==> src/rtl/rv32_id_ex_stage.sv <==
// ID/EX pipeline register with operand forwarding and load-use hazard detection for the RV32I core.
// Optional feature: define RV32_FWD_EN to build the EX/MEM and MEM/WB forward muxes.
package rv32_pkg;
  typedef enum logic [3:0] {
    ALU_ADD  = 4'd0,
    ALU_SUB  = 4'd1,
    ALU_SLL  = 4'd2,
    ALU_SLT  = 4'd3,
    ALU_SLTU = 4'd4,
    ALU_XOR  = 4'd5,
    ALU_SRL  = 4'd6,
    ALU_SRA  = 4'd7,
    ALU_OR   = 4'd8,
    ALU_AND  = 4'd9
  } alu_op_e;
endpackage

module rv32_id_ex_stage
  import rv32_pkg::*;
(
  input  logic        clk,
  input  logic        rst_n,
  input  logic        id_valid_i,
  input  logic [31:0] id_pc_i,
  input  logic [31:0] id_rs1_data_i,
  input  logic [31:0] id_rs2_data_i,
  input  logic [31:0] id_imm_i,
  input  logic [4:0]  id_rs1_i,
  input  logic [4:0]  id_rs2_i,
  input  logic [4:0]  id_rd_i,
  input  alu_op_e     id_alu_op_i,
  input  logic        id_use_pc_i,
  input  logic        id_use_imm_i,
  input  logic        id_reg_we_i,
  input  logic        id_mem_read_i,
  input  logic        id_mem_write_i,
  input  logic        stall_i,
  input  logic        flush_i,
  input  logic        exmem_valid_i,
  input  logic        exmem_we_i,
  input  logic [4:0]  exmem_rd_i,
  input  logic [31:0] exmem_result_i,
  input  logic        memwb_valid_i,
  input  logic        memwb_we_i,
  input  logic [4:0]  memwb_rd_i,
  input  logic [31:0] memwb_wdata_i,
  output logic        load_use_o,
  output logic        ex_valid_o,
  output logic        ex_reg_we_o,
  output logic        ex_mem_read_o,
  output logic        ex_mem_write_o,
  output logic [31:0] ex_pc_o,
  output logic [4:0]  ex_rd_o,
  output alu_op_e     ex_alu_op_o,
  output logic [31:0] ex_alu_a_o,
  output logic [31:0] ex_alu_b_o,
  output logic [31:0] ex_store_data_o
);

  typedef struct packed {
    logic        valid;
    logic [31:0] pc;
    logic [4:0]  rs1;
    logic [4:0]  rs2;
    logic [4:0]  rd;
    logic [31:0] rs1_data;
    logic [31:0] rs2_data;
    logic [31:0] imm;
    alu_op_e     alu_op;
    logic        use_pc;
    logic        use_imm;
    logic        reg_we;
    logic        mem_read;
    logic        mem_write;
  } ex_reg_t;

  ex_reg_t     ex_q, ex_d;
  logic [31:0] fwd_rs1, fwd_rs2;
  logic        exmem_wr, memwb_wr;

  // A writer to x0 never counts as a producer, so index 0 can never match below.
  assign exmem_wr = exmem_valid_i & exmem_we_i & (exmem_rd_i != 5'd0);
  assign memwb_wr = memwb_valid_i & memwb_we_i & (memwb_rd_i != 5'd0);

`ifdef RV32_FWD_EN
  always_comb begin
    // NOTE: every always_comb output gets a default first so no latch is inferred.
    fwd_rs1 = ex_q.rs1_data;
    fwd_rs2 = ex_q.rs2_data;
    if (exmem_wr && exmem_rd_i == ex_q.rs1)      fwd_rs1 = exmem_result_i;
    else if (memwb_wr && memwb_rd_i == ex_q.rs1) fwd_rs1 = memwb_wdata_i;
    if (exmem_wr && exmem_rd_i == ex_q.rs2)      fwd_rs2 = exmem_result_i;
    else if (memwb_wr && memwb_rd_i == ex_q.rs2) fwd_rs2 = memwb_wdata_i;
  end

  // Only a load in EX cannot be forwarded in time; everything later is covered by the muxes.
  assign load_use_o = ex_q.valid & ex_q.mem_read & (ex_q.rd != 5'd0) & id_valid_i &
                      ((id_rs1_i == ex_q.rd) | (id_rs2_i == ex_q.rd));
`else
  logic ex_wr;
  logic unused_fwd;

  assign fwd_rs1    = ex_q.rs1_data;
  assign fwd_rs2    = ex_q.rs2_data;
  assign unused_fwd = ^{exmem_result_i, memwb_wdata_i, ex_q.rs1, ex_q.rs2};
  assign ex_wr      = ex_q.valid & ex_q.reg_we & (ex_q.rd != 5'd0);

  // Without forwarding, ID waits until every in-flight producer has written the register file.
  assign load_use_o = id_valid_i & (
      (ex_wr    & ((id_rs1_i == ex_q.rd)    | (id_rs2_i == ex_q.rd)))    |
      (exmem_wr & ((id_rs1_i == exmem_rd_i) | (id_rs2_i == exmem_rd_i))) |
      (memwb_wr & ((id_rs1_i == memwb_rd_i) | (id_rs2_i == memwb_rd_i))));
`endif

  always_comb begin
    ex_d = ex_q;
    if (flush_i) begin
      ex_d.valid     = 1'b0;
      ex_d.reg_we    = 1'b0;
      ex_d.mem_read  = 1'b0;
      ex_d.mem_write = 1'b0;
    end else if (stall_i) begin
      // Capture producers retiring during the stall; they are gone once the stall releases.
      ex_d.rs1_data = fwd_rs1;
      ex_d.rs2_data = fwd_rs2;
    end else if (load_use_o) begin
      ex_d.valid     = 1'b0;
      ex_d.reg_we    = 1'b0;
      ex_d.mem_read  = 1'b0;
      ex_d.mem_write = 1'b0;
    end else begin
      ex_d.valid     = id_valid_i;
      ex_d.pc        = id_pc_i;
      ex_d.rs1       = id_rs1_i;
      ex_d.rs2       = id_rs2_i;
      ex_d.rd        = id_rd_i;
      ex_d.rs1_data  = id_rs1_data_i;
      ex_d.rs2_data  = id_rs2_data_i;
      ex_d.imm       = id_imm_i;
      ex_d.alu_op    = id_alu_op_i;
      ex_d.use_pc    = id_use_pc_i;
      ex_d.use_imm   = id_use_imm_i;
      ex_d.reg_we    = id_reg_we_i;
      ex_d.mem_read  = id_mem_read_i;
      ex_d.mem_write = id_mem_write_i;
    end
  end

  // All-zero reset also yields ALU_ADD, which encodes as 0.
  always_ff @(posedge clk or negedge rst_n) begin
    // NOTE: sequential state uses non-blocking assignment so all flops update together.
    if (!rst_n) ex_q <= '0;
    else        ex_q <= ex_d;
  end

  assign ex_valid_o      = ex_q.valid;
  assign ex_reg_we_o     = ex_q.valid & ex_q.reg_we;
  assign ex_mem_read_o   = ex_q.valid & ex_q.mem_read;
  assign ex_mem_write_o  = ex_q.valid & ex_q.mem_write;
  assign ex_pc_o         = ex_q.pc;
  assign ex_rd_o         = ex_q.rd;
  assign ex_alu_op_o     = ex_q.alu_op;
  assign ex_alu_a_o      = ex_q.use_pc  ? ex_q.pc  : fwd_rs1;
  assign ex_alu_b_o      = ex_q.use_imm ? ex_q.imm : fwd_rs2;
  assign ex_store_data_o = fwd_rs2;

endmodule

==> config.mk <==
export PLATFORM = sky130hd
export DESIGN_NAME = rv32_id_ex_stage
export DESIGN_NICKNAME = d
export VERILOG_FILES = /design/src/rtl/rv32_id_ex_stage.sv
export SDC_FILE = /design/constraint.sdc
export NUM_CORES = 1
export LEC_CHECK = 0
export ABC_AREA = 1
export BUFFER_PORTS_ARGS = -buffer_cell sky130_fd_sc_hd__buf_2
export CORE_AREA = 2 2 145 147
export CTS_BUF_LIST = sky130_fd_sc_hd__clkbuf_4
export DETAILED_ROUTE_END_ITERATION = 6
export DIE_AREA = 0 0 147 149
export GPL_TIMING_DRIVEN = 0
export HOLD_SLACK_MARGIN = 0.03
export PLACE_DENSITY = 0.7
export SLEW_MARGIN = 30
export SYNTH_ARGS = -nofsm -noshare
export SYNTH_HDL_FRONTEND = slang
export SYNTH_SLANG_ARGS = --single-unit
==> constraint.sdc <==
create_clock -name clk -period 1.6 [get_ports clk]
set_input_delay 0.32 -clock clk [delete_from_list [all_inputs] [get_ports clk]]
set_output_delay 0.32 -clock clk [all_outputs]
set_load 0.005 [all_outputs]
==> flow_metrics.tcl, run 1 <==
set metrics [dict create \
    max_freq_ghz 0.427 \
    num_vias 9241 \
    yosys-top-cells-count "nand2_1 (357), nand3_1 (153), dfrtp_1 (143)" \
    power_leakage_nw 8.08 \
    status "finished, violations left" \
    r2r_slack_ps -740 \
    clock_latency_ps 560 \
    switching_share_pct 31.8 \
    synth_area_mm2 0.00752 \
    grt_pass1_vias 8957 \
    min_path_type "in2reg" \
    syn2layout_area_growth_pct 105 \
    grt_pass1_wl_um 48800 \
    cts_tree "done" \
    setup_viol 216 \
    startpoint_type "flop" \
    grt_use_total_pct 28.9 \
    dp_hpwl_um 17800 \
    htreeDepth 4 \
    cpMaxStageDelayCell "dfrtp_2" \
    syn_nets 1143 \
    synth_edf_count 0 \
    critPathKind "reg2reg" \
    yosysSeqAreaShare_pct 47.6 \
    critPathArrivalTime_ps 2770 \
    cts_made_buffers 17 \
    crit_end "ex_store_data_o[16]" \
    ys_types 17 \
    cts_buffer_depth 2 \
    drt_wl_total_um 38000 \
    synth-main-ff-cell "dfrtp_1" \
    pwr-share-clk_pct 22.9 \
    r2r.worst_path.cells 16 \
    maxCapViolCount 0 \
    ys_top_cells_by_area "dfrtp_1 (48%), nand2_1 (18%), nand3_1 (10%)" \
    grt_overflow_total 0 \
    worst_slew_pin_slew_ps 957 \
    ys_warn_count 0 \
    netlist.top_cell.by_area "dfrtp_1" \
    grt_max_degree 81 \
    dieHeight_um 149 \
    detail-route-antenna-nets 0 \
    yosys_register_bits 143 \
    slowest_delay_ps 470 \
    yosysMostFrequentCell "nand2_1" \
    crit_chain "xor2_1, nor2_1, nand3_1, nand2_1, nand2_2, nand3_4, nand2_4, buf_4, buf_6, buf_8, buf_6, buf_12, buf_12, buf_8, nand3_2, nand2_1" \
    whs_ps 110 \
    via_per_inst 5.18 \
    portBuffers 312 \
    fill_cells 1223 \
    die_x_um 147 \
    nets 1729 \
    dr.pass1.iters 5 \
    cts-root-buf "clkbuf_4" \
    path_clk_slew_ps 140 \
    min_period_over_period_pct 146 \
    power_density_mw_per_mm2 838 \
    drc_errors 0 \
    core_area_mm2 0.0206 \
    crit_cells 16 \
    hold_violations 0 \
    multi_input_area_mm2 0.00420 \
    cts_sinks 143 \
    relSlewSlack_pct 36.2 \
    synthCells 908 \
    antenna_found_initial 1 \
    top_level_ports 377 \
    skew_ps 20.5 \
    slew_violations 0 \
    p_seq_share_pct 35.5 \
    synth-async-reset-ratio_pct 100 \
    critPathRequiredTime_ps 2030 \
    fin_setup_tns_ps -116020 \
    drtIter0Drc 489 \
    rows 53 \
    cpLargestDelayFamily "buffers and inverters" \
    drive_above_1_share_pct 56.5 \
    switching_power_mw 4.11 \
    wl_per_cell_um 21.3 \
    fin_util_pct 75.1 \
    path_max_fanout 6 \
    violations "negative setup slack" \
    cp-end-kind "flop" \
    start_util_pct 36.6 \
    rsz0062_at_grt "true" \
    timing.final.ws_setup_ps -740 \
    timing.final.crit_period_ps 2340 \
    startpoint "ex_rd_o[0]" \
    worstReg2RegStart "ex_rd_o[0]" \
    seqCellArea_mm2 0.00359 \
    combPwrFrac_pct 41.6 \
    ir_drop_mv 0.642 \
    synth_top_area_share_pct 47.6 \
    place_ws_ps -996 \
    syn-mean-instance-area_um2 8.29 \
    dieArea_mm2 0.0219 \
    finalPower_mw 12.9 \
    r2r_end "ex_store_data_o[16]" \
    p_int_mw 8.82 \
    gp_congestion 0.874 \
    path_buf_inv 7 \
]
## power groups by stage
| stage | registers, mW | logic, mW | clock network (mW) |
|---|---|---|---|
| after floorplan | 4.39 | 1.55 | 0 |
| after global placement | 4.49 | 2.67 | 0 |
| after detailed placement | 4.50 | 2.71 | 0 |
| after CTS | 4.47 | 3.99 | 2.93 |
| after global routing | 4.63 | 5.62 | 3.14 |
| final | 4.59 | 5.38 | 2.95 |
## how the worst min path moves through the flow
stage / from / to / cells after the start
after detailed placement: rst_n / ex_pc_o[6] / 1
after global placement: ex_q[16] / ex_q[16] / 2
after global routing: flush_i / ex_q[2] / 4
final: flush_i / ex_q[2] / 4
after CTS: flush_i / ex_q[1] / 4
after floorplan: rst_n / ex_alu_op_o[0] / 0
## worst reg2reg max path: stages, from the launching register on
cell	delay, ps
dfrtp_2	470
xor2_1	150
nor2_1	110
nand3_1	80
nand2_1	90
nand2_2	70
nand3_4	100
nand2_4	70
buf_4	130
buf_6	110
buf_8	130
buf_6	130
buf_12	140
buf_12	140
buf_8	140
nand3_2	60
nand2_1	100
## timing repair
item                                   CTS  global route
hold buffers                           144             0
buffers inserted                        32            75
endpoints found under the hold margin  206             0
pin swaps                               34           103
resized for setup                      263           388
setup endpoints to repair              228           283
cloned                                  29             7
## final cells by class
class                   instances  area share (%)
plain buffers                 101            7.74
inverters                      32           0.795
clock buffers                  19           0.925
repair buffers                592            36.5
diodes                          2          0.0324
clock inverters                13            1.36
well taps                     275            2.23
flip-flops and latches        143            23.3
multi-input cells             607            27.2
## sequential cells by signal, summed over array words and instances (netlist names)
signal	count
ex_q	37
ex_pc_o	32
ex_store_data_o	32
fwd_rs1	32
ex_rd_o	5
ex_alu_op_o	4
ex_valid_o	1
## logic make-up (layout without fill, tap and decap cells)
kind of cell              count (synthesis)  after routing  share of synthesized area, %
and+or+nand+nor                         533            533                          29.3
DFF                                     143            143                          47.6
muxes                                    64             64                          9.58
other                                     0              2                             0
AOI/OAI and AO/OA                         2              2                         0.133
buffers and inverters                   158            757                          12.5
xor gates and xnor gates                  8              8                         0.931
## through the flow
stage / cell area (um2) / std cells
3_3_place_gp: 9430 / 1495
4_1_cts: 13400 / 1730
2_1_floorplan: 7520 / 908
3_5_place_dp: 9470 / 1496
5_1_grt: 15400 / 1783
6_report: 15400 / 1784
## cells in the final DEF, fill, tap and decap left out, types with 4 or more instances in the layout
cell and n:
nand2_1 272, buf_2 203, buf_6 191, dlygate4sd3_1 144, dfrtp_1 134, nand3_2 106
nand2_2 71, mux2_4 62, buf_4 57, nand3_1 38, buf_8 31, inv_1 23
buf_12 21, clkbuf_4 19, nor2_1 17, nand2_4 15, clkbuf_1 15, buf_16 14
clkbuf_16 13, nand3_4 9, dfrtp_2 9, inv_2 8, xnor2_1 6, bufinv_16 5
bufbuf_16 4
## routing by layer
metal	vias to the layer above	routed length, um	track usage [%]
met5	-	0	0
met4	0	2420	14.7
met3	189	2190	5.29
met2	537	19700	50.0
met1	4499	13600	34.8
li1	4016	-	-
(Power assumes the default switching activity.)
==> run 2: changes to the inputs <==
SKIP_CTS_REPAIR_TIMING = 1   (was default)
==> run 2 against run 1 <==
The flow still finishes with violations (negative setup slack). Critical path type is now reg2out. Utilization down 16 points. Clock power down 2%. Flip-flop and latch count unchanged. Cell area down 21%. Routed wire length down 26%. Clock-buffer cell count unchanged. Worst setup slack better by 95 ps.
==> flow_metrics.tcl, run 2 (same netlist as run 1, synthesis figures left out) <==
set metrics [dict create \
    rsz0062_at_grt "true" \
    power_density_mw_per_mm2 913 \
    cts_made_buffers 17 \
    setup_viol 211 \
    max_freq_ghz 0.445 \
    cpMaxStageDelayCell "dfrtp_2" \
    drive_above_1_share_pct 39.9 \
    cts_buffer_depth 2 \
    gp_congestion 0.874 \
    timing.final.crit_period_ps 2250 \
    seqCellArea_mm2 0.00359 \
    critPathKind "reg2out" \
    start_util_pct 36.6 \
    detail-route-antenna-nets 0 \
    cpLargestDelayFamily "simple AND/OR/NAND/NOR gates" \
    path_max_fanout 5 \
    drc_errors 0 \
    path_clk_slew_ps 130 \
    cp-end-kind "primary output" \
    portBuffers 312 \
    min_path_type "in2reg" \
    dieArea_mm2 0.0219 \
    drtIter0Drc 355 \
    timing.final.ws_setup_ps -645 \
    power_leakage_nw 6.79 \
    die_x_um 147 \
    top_level_ports 377 \
    cts_sinks 143 \
    drt_wl_total_um 28000 \
    critPathArrivalTime_ps 1930 \
    crit_chain "xor2_1, nor2_1, nand3_1, nand2_1, nand2_2, nand3_4, nand2_4, buf_6, inv_2, buf_2" \
    place_ws_ps -996 \
    grt_pass1_wl_um 36200 \
    num_vias 8196 \
    cts-root-buf "clkbuf_4" \
    path_buf_inv 3 \
    most-common-layout-cells "nand2_1 (355), buf_2 (273), nand3_1 (152)" \
    slowest_delay_ps 470 \
    rows 53 \
    core_area_mm2 0.0206 \
    via_per_inst 4.83 \
    dp_hpwl_um 17800 \
    grt_pass1_vias 6867 \
    grt_max_degree 81 \
    fill_cells 1696 \
    syn2layout_area_growth_pct 62.0 \
    startpoint_type "flop" \
    dieHeight_um 149 \
    min_period_over_period_pct 140 \
    grt_use_total_pct 21.1 \
    maxCapViolCount 0 \
    clock_latency_ps 550 \
    dr.pass1.iters 5 \
    nets 1644 \
    htreeDepth 4 \
    slew_violations 0 \
    multi_input_area_mm2 0.00318 \
    skew_ps 21.3 \
    wl_per_cell_um 16.5 \
    ir_drop_mv 0.489 \
    fin_setup_tns_ps -83170 \
    antenna_found_initial 1 \
    critPathRequiredTime_ps 1280 \
    relSlewSlack_pct 56.2 \
    hold_violations 0 \
    final_common_cell "nand2_1" \
    grt_overflow_total 0 \
    cts_tree "done" \
    largest_reg_flops 37 \
    violations "negative setup slack" \
    status "finished, violations left" \
    worst_slew_pin_slew_ps 656 \
    top_register "ex_q" \
]
-- run 2: changes by cell type in the layout (fill, tap and decap cells not counted), moves of 25 or more --
cell     before  now
buf_2       203  273
buf_4        57  106
buf_6       191   48
buf_8        31    6
mux2_2        2   28
mux2_4       62   36
nand2_1     272  355
nand2_2      71    2
nand3_1      38  152
nand3_2     106    0
-- run 2: cell type report --
class                   instances  area share (%)
diodes                          1          0.0205
repair buffers                484            29.9
well taps                     275            2.82
clock buffers                  19            1.17
inverters                      32           0.985
flip-flops and latches        143            29.4
plain buffers                 124            7.86
clock inverters                13            1.72
multi-input cells             607            26.1
-- run 2: report_power, final --
part,total (mW),switching (mW),internal (mW)
Clock,2.88,1.44,1.44
Combinational,3.76,1.52,2.24
Sequential,4.49,0.397,4.10
Total,11.1,3.35,7.78
-- run 2: final timing paths --
kind,from,end,slack [ps],cells after the start
max in group asynchronous,rst_n,ex_store_data_o[17],510,3
setup reg to reg,ex_rd_o[0],ex_q[25],-510,13
hold reg to reg,fwd_rs1[18],fwd_rs1[18],490,2
setup / recovery,ex_rd_o[0],load_use_o,-650,10
hold / removal,id_valid_i,ex_valid_o,40,3
min in group asynchronous,rst_n,ex_pc_o[11],290,2
-- run 2: worst register-to-register path, cell delays in order, from the launching register on --
cell	delay (ps)
dfrtp_2	470
inv_2	70
nand4_1	110
o21ai_1	140
inv_1	60
nand2_2	70
nand3_4	100
nand2_4	120
buf_4	190
nand2_8	120
buf_12	180
buf_4	170
nand2_1	100
nand2_1	90
-- run 2: stage by stage --
step / utilization (%) / total power [mW] / hold slack (ps) / instance area (um2) / cells
6_report: 59.3 / 11.1 / 41.7 / 12200 / 1698
5_1_grt: 59.3 / 11.7 / 44.5 / 12200 / 1698
2_1_floorplan: - / 5.94 / 24.4 / 7520 / 908
4_1_cts: 47.8 / 10.1 / -329 / 9820 / 1528
3_3_place_gp: 45.9 / 7.15 / 448 / 9430 / 1495
3_5_place_dp: 46.1 / 7.21 / 305 / 9470 / 1496
-- run 2: routing by layer --
layer  GRT usage (%)  vias up  wire [um]
met5               0        -          0
li1                -     3833          -
met4            6.78        0        974
met2            34.8      367      14000
met3            4.43       83       1690
met1            28.1     3913      11300
